### src/rtl/top.sv
// Pacemaker core: tick divider, LFSR-driven intrinsic heart model and a REFRACT/ALERT/PACE escape FSM.
// Defining PACE_HYST_EN compiles in hysteresis (a longer escape limit after a sensed beat).
module top #(
    parameter int         TICK_DIV      = 10,
    parameter int         ESCAPE_TICKS  = 40,
    parameter int         REFRACT_TICKS = 8,
    parameter int         HYST_TICKS    = 50,
    parameter int         PULSE_CYCLES  = 4,
    parameter logic [7:0] LFSR_SEED     = 8'hA5
) (
    input  logic CLK,
    input  logic RSTn,
    output logic LED_HEART,
    output logic LED_PACE
);
    localparam int ESC_MAX0 = (HYST_TICKS > ESCAPE_TICKS) ? HYST_TICKS : ESCAPE_TICKS;
    localparam int ESC_MAX  = (REFRACT_TICKS > ESC_MAX0) ? REFRACT_TICKS : ESC_MAX0;
    localparam int ESC_W    = $clog2(ESC_MAX + 1);
    localparam int DIV_W    = $clog2(TICK_DIV + 1);
    localparam int PUL_W    = $clog2(PULSE_CYCLES + 1);

    localparam logic [ESC_W-1:0] ESC_LIM  = ESC_W'(ESCAPE_TICKS);
    localparam logic [ESC_W-1:0] REF_LIM  = ESC_W'(REFRACT_TICKS);
    localparam logic [DIV_W-1:0] DIV_LAST = DIV_W'(TICK_DIV - 1);
    localparam logic [PUL_W-1:0] PUL_LOAD = PUL_W'(PULSE_CYCLES - 1);

    typedef enum logic [1:0] {REFRACT, ALERT, PACE} state_t;

    logic [DIV_W-1:0] div_cnt;
    logic             tick;
    logic [7:0]       lfsr;
    logic [7:0]       lfsr_step;
    logic [6:0]       beat_tmr;
    logic             beat;
    logic [PUL_W-1:0] heart_cnt;
    state_t           state, state_d;
    logic [ESC_W-1:0] esc_cnt, esc_d;
    logic [ESC_W-1:0] esc_lim;
    logic [PUL_W-1:0] pace_cnt, pace_cnt_d;
    logic             pace_d;
    logic             esc_hit, sensed, pace_evt;

    assign tick = (div_cnt == DIV_LAST);

    always_ff @(posedge CLK or posedge RSTn) begin
        if (RSTn)      div_cnt <= '0;
        else if (tick) div_cnt <= '0;
        else           div_cnt <= div_cnt + DIV_W'(1);
    end

    // Intrinsic heart: the timer counts ticks down to 1, fires, then reloads from the stepped LFSR.
    assign lfsr_step = {lfsr[6:0], lfsr[7] ^ lfsr[5] ^ lfsr[4] ^ lfsr[3]};
    assign beat      = tick && (beat_tmr == 7'd1);

    always_ff @(posedge CLK or posedge RSTn) begin
        if (RSTn) begin
            lfsr     <= LFSR_SEED;
            beat_tmr <= 7'd20 + {1'b0, LFSR_SEED[5:0]};
        end else if (beat || pace_evt) begin
            lfsr     <= lfsr_step;
            beat_tmr <= 7'd20 + {1'b0, lfsr_step[5:0]};
        end else if (tick) begin
            beat_tmr <= beat_tmr - 7'd1;
        end
    end

    always_ff @(posedge CLK or posedge RSTn) begin
        if (RSTn) begin
            LED_HEART <= 1'b0;
            heart_cnt <= '0;
        end else if (beat) begin
            LED_HEART <= 1'b1;
            heart_cnt <= PUL_LOAD;
        end else if (heart_cnt != '0) begin
            heart_cnt <= heart_cnt - PUL_W'(1);
        end else begin
            LED_HEART <= 1'b0;
        end
    end

    // A beat that lands on the escape-expiry tick is treated as sensed, so it suppresses the pace.
    assign esc_hit  = tick && (state != PACE) && ((esc_cnt + ESC_W'(1)) == esc_lim);
    assign sensed   = beat && ((state == ALERT) || esc_hit);
    assign pace_evt = esc_hit && !beat;

`ifdef PACE_HYST_EN
    always_ff @(posedge CLK or posedge RSTn) begin
        if (RSTn)          esc_lim <= ESC_LIM;
        else if (sensed)   esc_lim <= ESC_W'(HYST_TICKS);
        else if (pace_evt) esc_lim <= ESC_LIM;
    end
`else
    assign esc_lim = ESC_LIM;
`endif

    always_ff @(posedge CLK or posedge RSTn) begin
        if (RSTn) begin
            state    <= REFRACT;
            esc_cnt  <= '0;
            pace_cnt <= '0;
            LED_PACE <= 1'b0;
        end else begin
            state    <= state_d;
            esc_cnt  <= esc_d;
            pace_cnt <= pace_cnt_d;
            LED_PACE <= pace_d;
        end
    end

    always_comb begin
        state_d    = state;
        esc_d      = esc_cnt;
        pace_cnt_d = pace_cnt;
        pace_d     = LED_PACE;
        case (state)
            REFRACT, ALERT: begin
                if (sensed) begin
                    state_d = REFRACT;
                    esc_d   = '0;
                end else if (pace_evt) begin
                    state_d    = PACE;
                    pace_d     = 1'b1;
                    pace_cnt_d = PUL_LOAD;
                end else if (tick) begin
                    esc_d = esc_cnt + ESC_W'(1);
                    if ((state == REFRACT) && (esc_d >= REF_LIM)) state_d = ALERT;
                end
            end
            PACE: begin
                if (pace_cnt != '0) begin
                    pace_cnt_d = pace_cnt - PUL_W'(1);
                end else begin
                    pace_d  = 1'b0;
                    state_d = REFRACT;
                    esc_d   = '0;
                end
            end
            default: state_d = REFRACT;
        endcase
    end

endmodule

### config.mk
export PLATFORM = sky130hd
export DESIGN_NAME = top
export DESIGN_NICKNAME = d
export VERILOG_FILES = /design/src/rtl/top.sv
export SDC_FILE = /design/constraint.sdc
export NUM_CORES = 1
export LEC_CHECK = 0
export CAP_MARGIN = 20
export CORE_ASPECT_RATIO = 0.6
export CORE_MARGIN = 3
export CORE_UTILIZATION = 30
export DETAILED_ROUTE_END_ITERATION = 8
export MAX_ROUTING_LAYER = met4
export SYNTH_ARGS = -nofsm -noshare
export SYNTH_HDL_FRONTEND = slang
export SYNTH_SLANG_ARGS = --single-unit
### constraint.sdc
create_clock -name CLK -period 1.9 [get_ports CLK]
set_input_delay 0.475 -clock CLK [delete_from_list [all_inputs] [get_ports CLK]]
set_output_delay 0.475 -clock CLK [all_outputs]
set_load 0.005 [all_outputs]
---- Word level (Yosys, flattened, before mapping) ----
Cells that the tools add are included.
cells by class
  $add $sub $neg .......................... 6
  $mul .................................... 0
  divide/modulo/power cells ............... 0
  order comparisons ....................... 1
  equal/unequal tests ..................... 15
  shifts and indexed selects .............. 0
  muxes and demuxes ....................... 26
  bitwise gates (word level) .............. 3
  reductions and logical operators ........ 20
operators by type and width
  operator                                                                             count
  6-bit two-way mux                                                                    4
  3-bit two-way mux                                                                    5
  7-bit two-way mux                                                                    2
  2-bit != test, second input constant                                                 6
  6-bit one-hot mux with 2 select lines                                                1
  4-bit AND reduction                                                                  3
  2-bit two-way mux                                                                    5
  4-bit != test, second input constant                                                 2
  5-bit by 6-bit adder with 7-bit output, first input constant                         1
  7-bit by 1-bit equality test with 1-bit output, second input constant                1
  7-bit by 1-bit subtractor with 7-bit output, second input constant                   1
  6-bit by 1-bit adder with 6-bit output, second input constant                        1
  6-bit equality test, second input constant                                           1
  6-bit by 4-bit greater-or-equal comparator with 1-bit output, second input constant  1
  1-bit logical AND                                                                    6
  3-bit != test, second input constant                                                 2
  3-bit one-hot mux with 2 select lines                                                1
  2-bit nonzero test                                                                   3
  3-bit nonzero test                                                                   2
  3-bit by 1-bit subtractor with 3-bit output, second input constant                   2
  1-bit two-way mux                                                                    5
  4-bit by 1-bit adder with 4-bit output, second input constant                        1
  4-bit equality test, second input constant                                           1
  4-bit two-way mux                                                                    1
  10 further kinds                                                                     13
storage, ports and cells
  register bits ........................... 35
  latch bits .............................. 0
  bits in writable memories ............... 0
  memory bits (read-only) ................. 0
  output and inout port bits .............. 2
  memories ................................ 0

---- Logic depth before layout (Yosys ltp) ----
Gate-level depths: netlist of run 1.
  depth after elaboration ................. 8
  depth in mapped cells ................... 8
  mapped depth without buffers ............ 7

---- Worst setup path after synthesis of run 1 ----
No wires, ideal clock.
  path kind ............................... register -> register
  from .................................... register beat_tmr[5]
  to ...................................... register pace_cnt[2]
  library setup time ...................... 0.128 ns
  data arrival time ....................... 1.785 ns
  path slack .............................. -0.013 ns
  cell stages (with the launch flop) ...... 7
  clock period less this slack ............ 1.913 ns
  cell sequence ........................... dfstp_2 > or4_1 > buf_2 > nor2_8 > nor2_1 > a21oi_2 > mux2_1
on the way
  word-level cells in the longest chain between the ends .. 6
RTL lines
  element                                             RTL line  text
  start: declaration                                  33        logic [6:0] beat_tmr;
  start signal: assignment                            58        beat_tmr <= 7'd20 + {1'b0, LFSR_SEED[5:0]};
  start signal: assignment                            61        beat_tmr <= 7'd20 + {1'b0, lfsr_step[5:0]};
  start signal: assignment                            63        beat_tmr <= beat_tmr - 7'd1;
  7-bit by 1-bit equality test with 1-bit output (*)  53        assign beat = tick && (beat_tmr == 7'd1);
  1-bit logical AND (*)                               53
  1-bit zero test                                     84        assign pace_evt = esc_hit && !beat;
  1-bit logical AND                                   84
  2-bit != test (no source line)                      -
  4-bit AND reduction (no source line) (*)            -
  end signal: assignment                              105       pace_cnt <= pace_cnt_d;
  end: declaration                                    39        logic [PUL_W-1:0] pace_cnt, pace_cnt_d;
Every way passes the cells marked *; elsewhere a longest branch is shown, timed or not.
A chain may end at the register's enable or synchronous reset.

---- Worst setup path in the final report of run 1 ----
  from .................................... register beat_tmr[5]
  to ...................................... register esc_cnt[5]
on the way
  word-level cells in the longest chain between the ends .. 6
RTL lines
  element                                             RTL line  text
  7-bit by 1-bit equality test with 1-bit output (*)  53
  1-bit logical AND (*)                               53
  1-bit zero test                                     84
  1-bit logical AND                                   84
  3-bit != test (no source line)                      -
  4-bit AND reduction (no source line)                -
  end signal: assignment                              104       esc_cnt <= esc_d;
  end: declaration                                    37        logic [ESC_W-1:0] esc_cnt, esc_d;
Marks and branches as above.

==> results of run 1 <==
[layer usage]
metal,vias to the layer above,track usage (%)
met4,0,2.429
met3,2,3.421
met1,681,19.49
met2,13,13.56
li1,750,-
met5,-,-
[metrics by stage]
step / hold WS, ns / instance area (um^2) / setup slack [ns] / instances / utilization, %
2_1_floorplan: 0.4561 / 1994 / 0.02445 / 198 / -
3_3_place_gp: 0.4635 / 2296 / -0.01351 / 303 / 36.58
3_5_place_dp: 0.4669 / 2296 / -0.003737 / 303 / 36.58
4_1_cts: 0.4852 / 2404 / 0.005879 / 311 / 38.30
5_1_grt: 0.5324 / 2446 / -0.03456 / 311 / 38.98
6_report: 0.4794 / 2446 / 0.03173 / 311 / 38.98
[timing repair]
item | CTS | global route
endpoints found under the setup margin | 12 | 17
resized for setup | 1 | 7
hold endpoints to repair | 0 | 0
pin swaps | 0 | 1
[where the power goes]
part	leakage, nW	internal [mW]	total [mW]	switching [mW]
Clock	0.0505	0.330	0.605	0.275
Sequential	0.438	0.745	0.745	0
Combinational	0.733	0.00619	0.0217	0.0155
Total	1.22	1.08	1.37	0.291
[worst register-to-register path, stage by stage (launching register included)]
cell	delay, ns
dfstp_2	0.38
or4_4	0.58
nor2_8	0.18
a221o_4	0.27
inv_2	0.06
a221o_1	0.28
[cell type report]
type / instances / area (um^2)
repair buffers: 28 / 230.2
flip-flops and latches: 35 / 885.9
well taps: 84 / 105.1
multi-input cells: 140 / 1061
clock inverters: 1 / 7.507
inverters: 16 / 60.06
clock buffers: 7 / 96.34
fillers: 629 / 3830
[cell families (layout without fill, tap and decap cells)]
logic type	count (synthesis)	count (layout)	share of synthesized area (%)
mux	20	20	11.29
simple gates	66	66	17.25
flops	35	35	44.42
xor+xnor	7	7	3.074
compound gates	39	39	14.24
buf+inv	23	52	4.705
fa+ha+maj	8	8	5.019
[worst paths after layout]
check                       startpoint          to  slack (ns)  cells past startpoint
min in group asynchronous         RSTn   LED_HEART        0.53                      3
max reg2reg                beat_tmr[5]  esc_cnt[5]        0.03                      5
max in group asynchronous         RSTn     lfsr[5]        1.10                      3
max                        beat_tmr[5]  esc_cnt[5]        0.03                      5
min                          LED_HEART   LED_HEART        0.48                      2
min reg2reg                  LED_HEART   LED_HEART        0.48                      2
[cell usage after synthesis (2+ instances only)]
cell,number
dfrtp_1,27
nand2_1,19
nor2_1,16
inv_1,15
a21oi_1,9
mux2_2,9
mux2i_1,9
o21ai_0,9
dfstp_2,8
ha_1,8
nor3_1,6
nand2b_1,5
xnor2_1,5
a211o_1,4
nand3_1,4
buf_2,3
clkbuf_1,3
a21oi_2,2
a22o_1,2
and2_1,2
nor3b_1,2
xor2_1,2
[registers in the layout (all words and copies together), names as in the netlist]
register / flops
heart_cnt: 3
beat_tmr: 7
lfsr: 8
esc_cnt: 6
LED_PACE: 1
div_cnt: 4
state: 2
pace_cnt: 3
LED_HEART: 1
==> flow_summary.yaml, run 1 <==
synth:
  syn-mean-instance-area_um2: 10.07
  synth.largest_area_cell: "dfrtp_1"
  synth_edf_count: 0
  yosysWarningCount: 0
  seq_area_frac_synth_pct: 44.42
  netlist.area_leader.share_pct: 33.88
  yosys_most_used_dff: "dfrtp_1"
  async_reset_ff_share_pct: 100.0
  syn_area_mm2: 0.001994
  syn_nets: 208
  ys_types: 51
  synth_area_leaders: "dfrtp_1 (34%), dfstp_2 (11%), mux2_2 (5.1%)"
  syn_inst: 198
  ys_ff_latch: 35
detailed_routing:
  m1WireLength_um: 2507
  wl_met3_um: 143
  drc_errors: 0
  wirelength_um: 4071
  route.met2.wl_um: 1404
  avgViaCountPerCell: 4.650
  drt.antenna.violating_nets: 0
  top_layer: "met4"
  drt_iter0_drc: 82
  vias: 1446
  wl_per_cell_um: 13.09
  dr.pass1.iters: 5
timing:
  tns_ns: 0
  setup_viol: 0
  rsz0062_at_grt: "true"
  fmax_mhz: 535.3
  relSlewSlack_pct: 71.40
  hold_viol_final: 0
  fin_skew_ns: 0.009773
  post-route-period-util_pct: 98.33
  fin_crit_ns: 1.868
  tightest_slew_ns: 0.4257
  report.final.slew_viol_count: 0
critical_path:
  worst-setup-path-type: "reg2reg"
  worstPathArrival_ns: 2.04
  critical_path.top_delay_family: "simple AND/OR/NAND/NOR gates"
  start_kind: "register"
  crit_chain: "or4_4 -> nor2_8 -> a221o_4 -> inv_2 -> a221o_1"
  cp-end-kind: "register"
  critical-path-slowest-cell: "or4_4"
  cp.required_ns: 2.07
  cp_num_buf_inv: 1
  cp_max_fo: 8
  max_stage_delay_ns: 0.58
hold_path:
  hp-class: "reg2reg"
cts:
  clkTransAtPathRegs_ns: 0.08
  clockBufferDepth: 2
  cts-root-buf: "clkbuf_8"
  numCtsBuffers: 5
  cts.sinks: 35
  post_cts_buffers: 0
  cts_tree: "built"
  holdBufCountCts: 0
  clock_latency_ns: 0.29
  htreeDepth: 2
power:
  p_leak_nw: 1.221
  powerDensity_mw_per_mm2: 561.1
  total_power_mw: 1.373
  peakVddDrop_mv: 0.2158
floorplanning:
  dieArea_mm2: 0.007694
  die_x_um: 111.3
  die_h_um: 69.16
  fp.coreArea_mm2: 0.006276
  start_util_pct: 31.78
  ios: 4
  rows: 22
global_route:
  grt.overflow.total: 0
  grt_pass1_wl_um: 7141
  gr-usage-all-layers_pct: 11.85
  first_global_vias: 1452
  grt_start_max_net_pins: 36
  antenna_found_initial: 0
final_layout:
  diodes: 0
  final_cell_mix: "dfrtp_1 (27), buf_4 (24), nand2_1 (19)"
  syn_to_final_growth_pct: 22.65
  nets: 236
  drive_above_1_share_pct: 28.19
  layout_commonest_cell: "dfrtp_1"
placement:
  hpwlAfterDp_um: 2935
  gp_congestion: 0.8459
  io_buffers: 3
status:
  status: "completed"
flow_run:
  drv_cap: 0
No activity file was read; power rests on OpenSTA's default activity.
==> run 2, diff against run 1 <==
--- a/config.mk
+++ b/config.mk
@@ -5,11 +5,11 @@
 export SDC_FILE = /design/constraint.sdc
 export NUM_CORES = 1
 export LEC_CHECK = 0
-export CAP_MARGIN = 20
 export CORE_ASPECT_RATIO = 0.6
 export CORE_MARGIN = 3
 export CORE_UTILIZATION = 30
 export DETAILED_ROUTE_END_ITERATION = 8
+export HOLD_SLACK_MARGIN = 0.05
 export MAX_ROUTING_LAYER = met4
 export SYNTH_ARGS = -nofsm -noshare
 export SYNTH_HDL_FRONTEND = slang
==> results of run 2 <==
The final DEF is identical to that of run 1; final timing and power are the same.
